### src/rtl/rgb_frame_stream_gen.sv
// rgb_frame_stream_gen
// Synthetic RGB video source. It drives one FRAME_WIDTH x FRAME_HEIGHT raster
// as a 24-bit AXI4-Stream. The stream uses SOF on tuser and EOL on tlast, and
// LINE_GAP idle cycles follow each line except the last one.
// Ports:
//   mmclk, reset              stream clock (rising edge) / async active-low reset
//   start                     level; begins a frame when sampled in IDLE
//   continuous                sampled at end of frame; 1 = run the next frame
//   pattern_sel, solid_rgb    pattern config (0/3 solid, 1 ramp, 2 colour bars)
//   m_axis_mm2s_*             AXI4-Stream master (tready in; tvalid/tdata/tuser/tlast out)
//   x_coord, y_coord          coordinates of the pixel currently presented
//   busy, frame_done          not-IDLE flag / one-cycle end-of-frame pulse
//   frame_count               completed frames, wraps at 16 bits
module rgb_frame_stream_gen #(
  parameter int FRAME_WIDTH  = 400,
  parameter int FRAME_HEIGHT = 300,
  parameter int LINE_GAP     = 4
) (
  input  logic        mmclk,
  input  logic        reset,
  input  logic        start,
  input  logic        continuous,
  input  logic [1:0]  pattern_sel,
  input  logic [23:0] solid_rgb,
  input  logic        m_axis_mm2s_tready,
  output logic        m_axis_mm2s_tvalid,
  output logic [23:0] m_axis_mm2s_tdata,
  output logic        m_axis_mm2s_tuser,
  output logic        m_axis_mm2s_tlast,
  output logic [11:0] x_coord,
  output logic [11:0] y_coord,
  output logic        busy,
  output logic        frame_done,
  output logic [15:0] frame_count
);

  typedef enum logic [1:0] {ST_IDLE, ST_ACTIVE, ST_GAP, ST_DONE} state_t;

  localparam logic [11:0] X_LAST   = 12'(FRAME_WIDTH - 1);
  localparam logic [11:0] Y_LAST   = 12'(FRAME_HEIGHT - 1);
  localparam logic [11:0] BAR_LAST = 12'((FRAME_WIDTH / 8) - 1);
  localparam logic [15:0] GAP_LOAD = (LINE_GAP > 0) ? 16'(LINE_GAP - 1) : 16'd0;

  // Colour-bar palette lookup
  function automatic logic [23:0] bar_colour(input logic [2:0] idx);
    case (idx)
      3'd0:    bar_colour = 24'hFFFFFF;
      3'd1:    bar_colour = 24'hFFFF00;
      3'd2:    bar_colour = 24'h00FFFF;
      3'd3:    bar_colour = 24'h00FF00;
      3'd4:    bar_colour = 24'hFF00FF;
      3'd5:    bar_colour = 24'hFF0000;
      3'd6:    bar_colour = 24'h0000FF;
      default: bar_colour = 24'h000000;
    endcase
  endfunction

  state_t      state_r, state_s;
  logic [11:0] x_r, x_s, y_r, y_s;
  logic [11:0] bar_px_r, bar_px_s;
  logic [2:0]  bar_idx_r, bar_idx_s;
  logic [15:0] gap_r, gap_s;
  logic [1:0]  pat_r, pat_s;
  logic [23:0] rgb_r, rgb_s;
  logic [15:0] fcnt_r, fcnt_s;
  logic        done_s, xfer_s;
  logic [23:0] pix_s;
  logic        tvalid_r, tuser_r, tlast_r, busy_r, done_r;
  logic [23:0] tdata_r;

  // Next-state, coordinate, bar-counter and config-latch logic
  always_comb begin
    state_s   = state_r;
    x_s       = x_r;
    y_s       = y_r;
    bar_px_s  = bar_px_r;
    bar_idx_s = bar_idx_r;
    gap_s     = gap_r;
    pat_s     = pat_r;
    rgb_s     = rgb_r;
    fcnt_s    = fcnt_r;
    done_s    = 1'b0;
    xfer_s    = tvalid_r & m_axis_mm2s_tready;
    case (state_r)
      ST_IDLE: begin
        if (start) begin
          state_s   = ST_ACTIVE;
          x_s       = 12'd0;
          y_s       = 12'd0;
          bar_px_s  = 12'd0;
          bar_idx_s = 3'd0;
          pat_s     = pattern_sel;
          rgb_s     = solid_rgb;
        end else begin
          state_s = ST_IDLE;
        end
      end
      ST_ACTIVE: begin
        if (xfer_s) begin
          if (x_r != X_LAST) begin
            x_s = x_r + 12'd1;
            // Bar index advances every BAR_W pixels and holds at the last bar
            if (bar_px_r == BAR_LAST) begin
              bar_px_s = 12'd0;
              if (bar_idx_r != 3'd7) begin
                bar_idx_s = bar_idx_r + 3'd1;
              end else begin
                bar_idx_s = bar_idx_r;
              end
            end else begin
              bar_px_s = bar_px_r + 12'd1;
            end
          end else begin
            x_s       = 12'd0;
            bar_px_s  = 12'd0;
            bar_idx_s = 3'd0;
            if (y_r == Y_LAST) begin
              state_s = ST_DONE;
              done_s  = 1'b1;
              fcnt_s  = fcnt_r + 16'd1;
            end else begin
              y_s = y_r + 12'd1;
              if (LINE_GAP > 0) begin
                state_s = ST_GAP;
                gap_s   = GAP_LOAD;
              end else begin
                state_s = ST_ACTIVE;
              end
            end
          end
        end else begin
          state_s = ST_ACTIVE;
        end
      end
      ST_GAP: begin
        if (gap_r == 16'd0) begin
          state_s = ST_ACTIVE;
        end else begin
          gap_s = gap_r - 16'd1;
        end
      end
      ST_DONE: begin
        x_s       = 12'd0;
        y_s       = 12'd0;
        bar_px_s  = 12'd0;
        bar_idx_s = 3'd0;
        if (continuous) begin
          pat_s = pattern_sel;
          rgb_s = solid_rgb;
          if (LINE_GAP > 0) begin
            state_s = ST_GAP;
            gap_s   = GAP_LOAD;
          end else begin
            state_s = ST_ACTIVE;
          end
        end else begin
          state_s = ST_IDLE;
        end
      end
      default: begin
        state_s = ST_IDLE;
      end
    endcase
  end

  // Pixel value for the coordinates about to be presented
  always_comb begin
    pix_s = rgb_s;
    case (pat_s)
      2'd1:    pix_s = {x_s[7:0], y_s[7:0], x_s[7:0] + y_s[7:0]};
      2'd2:    pix_s = bar_colour(bar_idx_s);
      default: pix_s = rgb_s;
    endcase
  end

  // State, counters, latched config and registered stream outputs
  always_ff @(posedge mmclk or negedge reset) begin
    if (!reset) begin
      state_r   <= ST_IDLE;
      x_r       <= 12'd0;
      y_r       <= 12'd0;
      bar_px_r  <= 12'd0;
      bar_idx_r <= 3'd0;
      gap_r     <= 16'd0;
      pat_r     <= 2'd0;
      rgb_r     <= 24'd0;
      fcnt_r    <= 16'd0;
      done_r    <= 1'b0;
      tvalid_r  <= 1'b0;
      tuser_r   <= 1'b0;
      tlast_r   <= 1'b0;
      tdata_r   <= 24'd0;
      busy_r    <= 1'b0;
    end else begin
      state_r   <= state_s;
      x_r       <= x_s;
      y_r       <= y_s;
      bar_px_r  <= bar_px_s;
      bar_idx_r <= bar_idx_s;
      gap_r     <= gap_s;
      pat_r     <= pat_s;
      rgb_r     <= rgb_s;
      fcnt_r    <= fcnt_s;
      done_r    <= done_s;
      tvalid_r  <= (state_s == ST_ACTIVE);
      tuser_r   <= (state_s == ST_ACTIVE) && (x_s == 12'd0) && (y_s == 12'd0);
      tlast_r   <= (state_s == ST_ACTIVE) && (x_s == X_LAST);
      tdata_r   <= pix_s;
      busy_r    <= (state_s != ST_IDLE);
    end
  end

  assign m_axis_mm2s_tvalid = tvalid_r;
  assign m_axis_mm2s_tdata  = tdata_r;
  assign m_axis_mm2s_tuser  = tuser_r;
  assign m_axis_mm2s_tlast  = tlast_r;
  assign x_coord            = x_r;
  assign y_coord            = y_r;
  assign busy               = busy_r;
  assign frame_done         = done_r;
  assign frame_count        = fcnt_r;

endmodule

### config.mk
export PLATFORM = sky130hd
export DESIGN_NAME = rgb_frame_stream_gen
export DESIGN_NICKNAME = d
export VERILOG_FILES = /design/src/rtl/rgb_frame_stream_gen.sv
export SDC_FILE = /design/constraint.sdc
export NUM_CORES = 1
export LEC_CHECK = 0
export CORE_MARGIN = 2
export CORE_UTILIZATION = 61
export CTS_BUF_LIST = sky130_fd_sc_hd__clkbuf_8
export DETAILED_ROUTE_END_ITERATION = 10
export GPL_TIMING_DRIVEN = 0
export PLACE_DENSITY = 0.89
export SLEW_MARGIN = 20
export SYNTH_ARGS = -nofsm -noshare
export SYNTH_HDL_FRONTEND = slang
export SYNTH_SLANG_ARGS = --single-unit
### constraint.sdc
create_clock -name mmclk -period 9 [get_ports mmclk]
set_input_delay 1.8 -clock mmclk [delete_from_list [all_inputs] [get_ports mmclk]]
set_output_delay 1.8 -clock mmclk [all_outputs]
set_load 0.02 [all_outputs]
==> impl_summary.md <==
GRT
The via count of the first global-routing pass is 5,783. In the global route stage, met1 resource usage came out at about two fifths. Entering global routing, the biggest net connects 66 pins. The global router's overall resource usage is between 30% and 40%. The first-pass GRT wire length is 28,500 um.

Global routing consumed, on the met2 layer, 52.20% of the routing resources. Global routing used roughly 7.2% of the available met3 tracks. The residual overflow from global routing is 0. The layer with the highest usage is met2.

The number of antenna violations at the first check in global routing is 0.

Hold path
In this run the worst hold path is classified as reg2reg.

Clock tree
After clock tree synthesis, the clock-pin slew on the worst setup and hold paths is roughly 0.08 ns. For this design, the CTS-stage hold fixing added 0 buffers. In this run the clock root is driven by a sky130_fd_sc_hd__clkbuf_8. In this run the post-CTS setup repair buffer count came out at 0. The clock net in this run drives a total of between 100 and 150 sinks. Counting the buffers created by CTS gives 17. The H-tree generated during clock tree synthesis spans 4 levels.

TritonCTS built the clock tree. Gates resized during post-CTS repair numbered 0. In this run the deepest clock path goes through 2 buffers.

The source-to-sink clock delay at the later pin of the worst-skew pair is between 0.4 and 0.5 ns.

Route
The detailed-route vias per instance is ~6.4. The first-iteration detailed-routing DRC count is 442. The residual DRC count is 0. The number of optimization iterations in the first detailed-route pass is 5. The routed design has ~17,000 um of wire. The via count is between 5,000 and 6,000. Dividing the detail-routed wire length by the instance count gives between 15 and 20 um.

Once detail routing completed, the nets flagged for antenna violations numbered 0.

Critical path
On the worst path, the slowest cell contributes a delay of 0.49 ns. The type of the setup path with the least slack is in2reg. The kind of launch point of the worst setup path is an input port. Along the worst path, the maximum fanout reaches 10. The endpoint type of the worst setup path is a register. The endpoint required time on the critical path is a little over 9 ns. The largest individual stage delay along the critical path comes from the cell sky130_fd_sc_hd__clkbuf_1. The number of buffers and inverters on the critical path is 3. The data arrival time of the worst path is around 5.8 ns. The signal on the critical path passes through clkdlybuf4s50_1, nor2b_1, or2_2, clkbuf_1, clkbuf_1, o21ai_0, o31ai_1, ha_1, nand2_1, o21ai_0, o41ai_1, xnor3_1, nand2_1, a2bb2oi_1.

In this design, the largest share of critical-path delay is due to buffers and inverters.

Cells and area
Compared with the post-synthesis result, the final layout area differs by 24.01%. The number of filler cells placed in the layout is between 600 and 700. For this run, the post-layout net count is between 800 and 900. The number of non-filler instances in the completed layout is ~900.

The number of antenna diodes is 0. The proportion of layout cells with a drive suffix above 1 is around 8.6%.

Synth
By count the netlist is led by sky130_fd_sc_hd__dfrtp_1 (128), sky130_fd_sc_hd__nand2_1 (72), sky130_fd_sc_hd__a22o_1 (34). Yosys attributes the largest share of cell area to sky130_fd_sc_hd__dfrtp_1 (49%), sky130_fd_sc_hd__a22o_1 (4.5%), sky130_fd_sc_hd__nand2_1 (4.1%). The number of unique standard cell types used by synthesis is 73. Yosys printed 0 warnings. The share of the yosys chip area belonging to registers is around 49%. After synthesis, the largest area contributor takes up between 40 and 50% of total cell area. After synthesis the netlist holds a flip-flop and latch count of 128. The number of instances in the synthesized netlist is roughly 640. The flip-flop cell with the highest count after synthesis is sky130_fd_sc_hd__dfrtp_1. The share of flip-flops with an asynchronous set or reset is 100.0%.

The number of nets produced by synthesis is 695. The synthesized design spends more area on one cell type than any other, namely sky130_fd_sc_hd__dfrtp_1. Counting flops with a built-in enable in the synthesized netlist gives 0. The synthesized area per cell is 10.27 um2. The area of the mapped netlist is around 6600 um2. Among all cell types in the netlist, the one instantiated most often is sky130_fd_sc_hd__dfrtp_1.

Flow run
The max capacitance violation total is 0.

Place
The count of buffers added on input and output ports is ~100. The half-perimeter wire length after placement is between 10,000 and 15,000 um. After detailed placement, the design holds a cell count of a little under 900.

Routability-driven placement finished with a final weighted congestion of 0.9083.

Status
The run finished with clean final reports.

STA
The slew at the pin with the worst max-slew slack is ~1.0 ns. The worst hold margin is 0.4870 ns. After routing, the total negative slack on setup checks comes to 0 ns.

The final number of hold-violating endpoints is 0. The timing-limited maximum frequency is between 150 and 200 MHz. The max-slew violation total from the final report is 0. The worst path uses between 60% and 70% of the clock period. The total setup violations reported at the end of the flow is 0. Setup repair after global routing left no endpoint under its margin. The final clock skew is about 0.013 ns. The relative slew slack is between 30% and 40%.

The clock period could shrink to between 5 and 6 ns.

Die
The total core area is roughly 10,000 um2. The count of standard-cell rows is 37. The top-level I/O count is 100. Once the floorplan was initialized, standard cells occupied 63.40% of the core.

From bottom edge to top edge, the die measures approximately 110 um. The width of the chip is 108.0 um. The die covers 11,670 um2.

Power and ir drop
The peak ir drop on the vdd network is about 0.21 mV. In this run the static leakage power is roughly 3.6 nW. The overall power consumption is just under 2 mW. The areal power density over the cells is ~240 nW/um2.
==> state kept, by name (all words and copies together) (netlist names), 2 cells and up <==
register and cells:
y_coord 12, gap_r 16, m_axis_mm2s_tdata 24, bar_px_r 12, bar_idx_r 3, rgb_r 24
frame_count 16, pat_r 2, state_r 2, x_coord 12
==> placed cells by master (no fill, tap or decap), types with 6 or more instances in the layout <==
cell type / count
sky130_fd_sc_hd__or4_1: 9
sky130_fd_sc_hd__nand3_1: 21
sky130_fd_sc_hd__nor2_1: 25
sky130_fd_sc_hd__nand2b_1: 8
sky130_fd_sc_hd__nand2_1: 72
sky130_fd_sc_hd__nand4_1: 13
sky130_fd_sc_hd__a21oi_1: 20
sky130_fd_sc_hd__o41ai_1: 6
sky130_fd_sc_hd__inv_1: 17
sky130_fd_sc_hd__nor4_1: 6
sky130_fd_sc_hd__ha_1: 20
sky130_fd_sc_hd__a221o_1: 8
sky130_fd_sc_hd__and3_1: 13
sky130_fd_sc_hd__a31oi_1: 7
sky130_fd_sc_hd__a2bb2oi_1: 16
sky130_fd_sc_hd__xnor2_1: 15
sky130_fd_sc_hd__dfrtp_1: 128
sky130_fd_sc_hd__clkbuf_1: 20
sky130_fd_sc_hd__o31ai_1: 16
sky130_fd_sc_hd__clkbuf_8: 17
sky130_fd_sc_hd__o21ai_0: 33
sky130_fd_sc_hd__xor2_1: 10
sky130_fd_sc_hd__or3_1: 12
sky130_fd_sc_hd__nor3_1: 22
sky130_fd_sc_hd__clkdlybuf4s50_1: 98
sky130_fd_sc_hd__a22o_1: 34
==> cell type report <==
type,instances,area [um2],area share [%]
flip-flops and latches,128,3203,39.11
inverters,18,67.56,0.8251
clock buffers,17,234.0,2.857
repair buffers,100,1020,12.45
clock inverters,15,161.4,1.971
multi-input cells,468,3204,39.13
well taps,136,170.2,2.078
plain buffers,29,128.9,1.574
==> layer usage <==
metal,part of all wire (%),vias up,wire (um)
met5,0,-,0
met4,2.8,0,487
met3,6.5,49,1132
met2,50,243,8726
met1,40,2883,6981
li1,-,2675,-
==> cell families after synthesis <==
family                   count (synthesis)  share of synthesized area, %
AO/OA/AOI/OAI                          176                         19.59
XOR/XNOR                                26                         3.657
adder cells (fa/ha/maj)                 21                         4.092
buffers and inverters                   47                         2.974
flip-flops                             128                         48.50
multiplexers                             4                        0.6631
AND/OR/NAND/NOR                        241                         20.52
==> power breakdown <==
| group | switching, mW | total (mW) | internal [mW] |
|---|---|---|---|
| logic | 0.417 | 0.705 | 0.288 |
| clock network | 0.243 | 0.491 | 0.248 |
| registers | 0.0472 | 0.729 | 0.682 |
==> stage by stage <==
stage / setup slack [ns] / util [%] / area [um2]
3_5_place_dp: 3.153 / 74.82 / 7794
2_1_floorplan: 4.557 / - / 6604
6_report: 3.559 / 78.62 / 8189
3_3_place_gp: 1.368 / 74.55 / 7765
5_1_grt: 3.348 / 78.62 / 8189
4_1_cts: 3.629 / 78.62 / 8189
==> worst register-to-register path: cells and delay by family (launching register included) <==
kind / cells / cell delay, ns
fa+ha+maj: 2 / 0.55
buf+inv: 3 / 0.90
simple gates: 4 / 0.88
flops: 1 / 0.43
xor+xnor: 1 / 0.40
compound gates: 4 / 1.21
==> worst paths after layout <==
path                                       from              endpoint  slack [ns]  cells after the start
worst max register to register       state_r[1]  m_axis_mm2s_tdata[7]        4.50                     14
worst min register to register  frame_count[15]       frame_count[15]        0.49                      1
worst min-delay path            frame_count[15]       frame_count[15]        0.49                      1
max in group asynchronous                 reset            x_coord[6]        6.96                      2
worst max-delay path                      start  m_axis_mm2s_tdata[7]        3.56                     14
min in group asynchronous                 reset              gap_r[1]        1.32                      1
(Power assumes the default switching activity.)
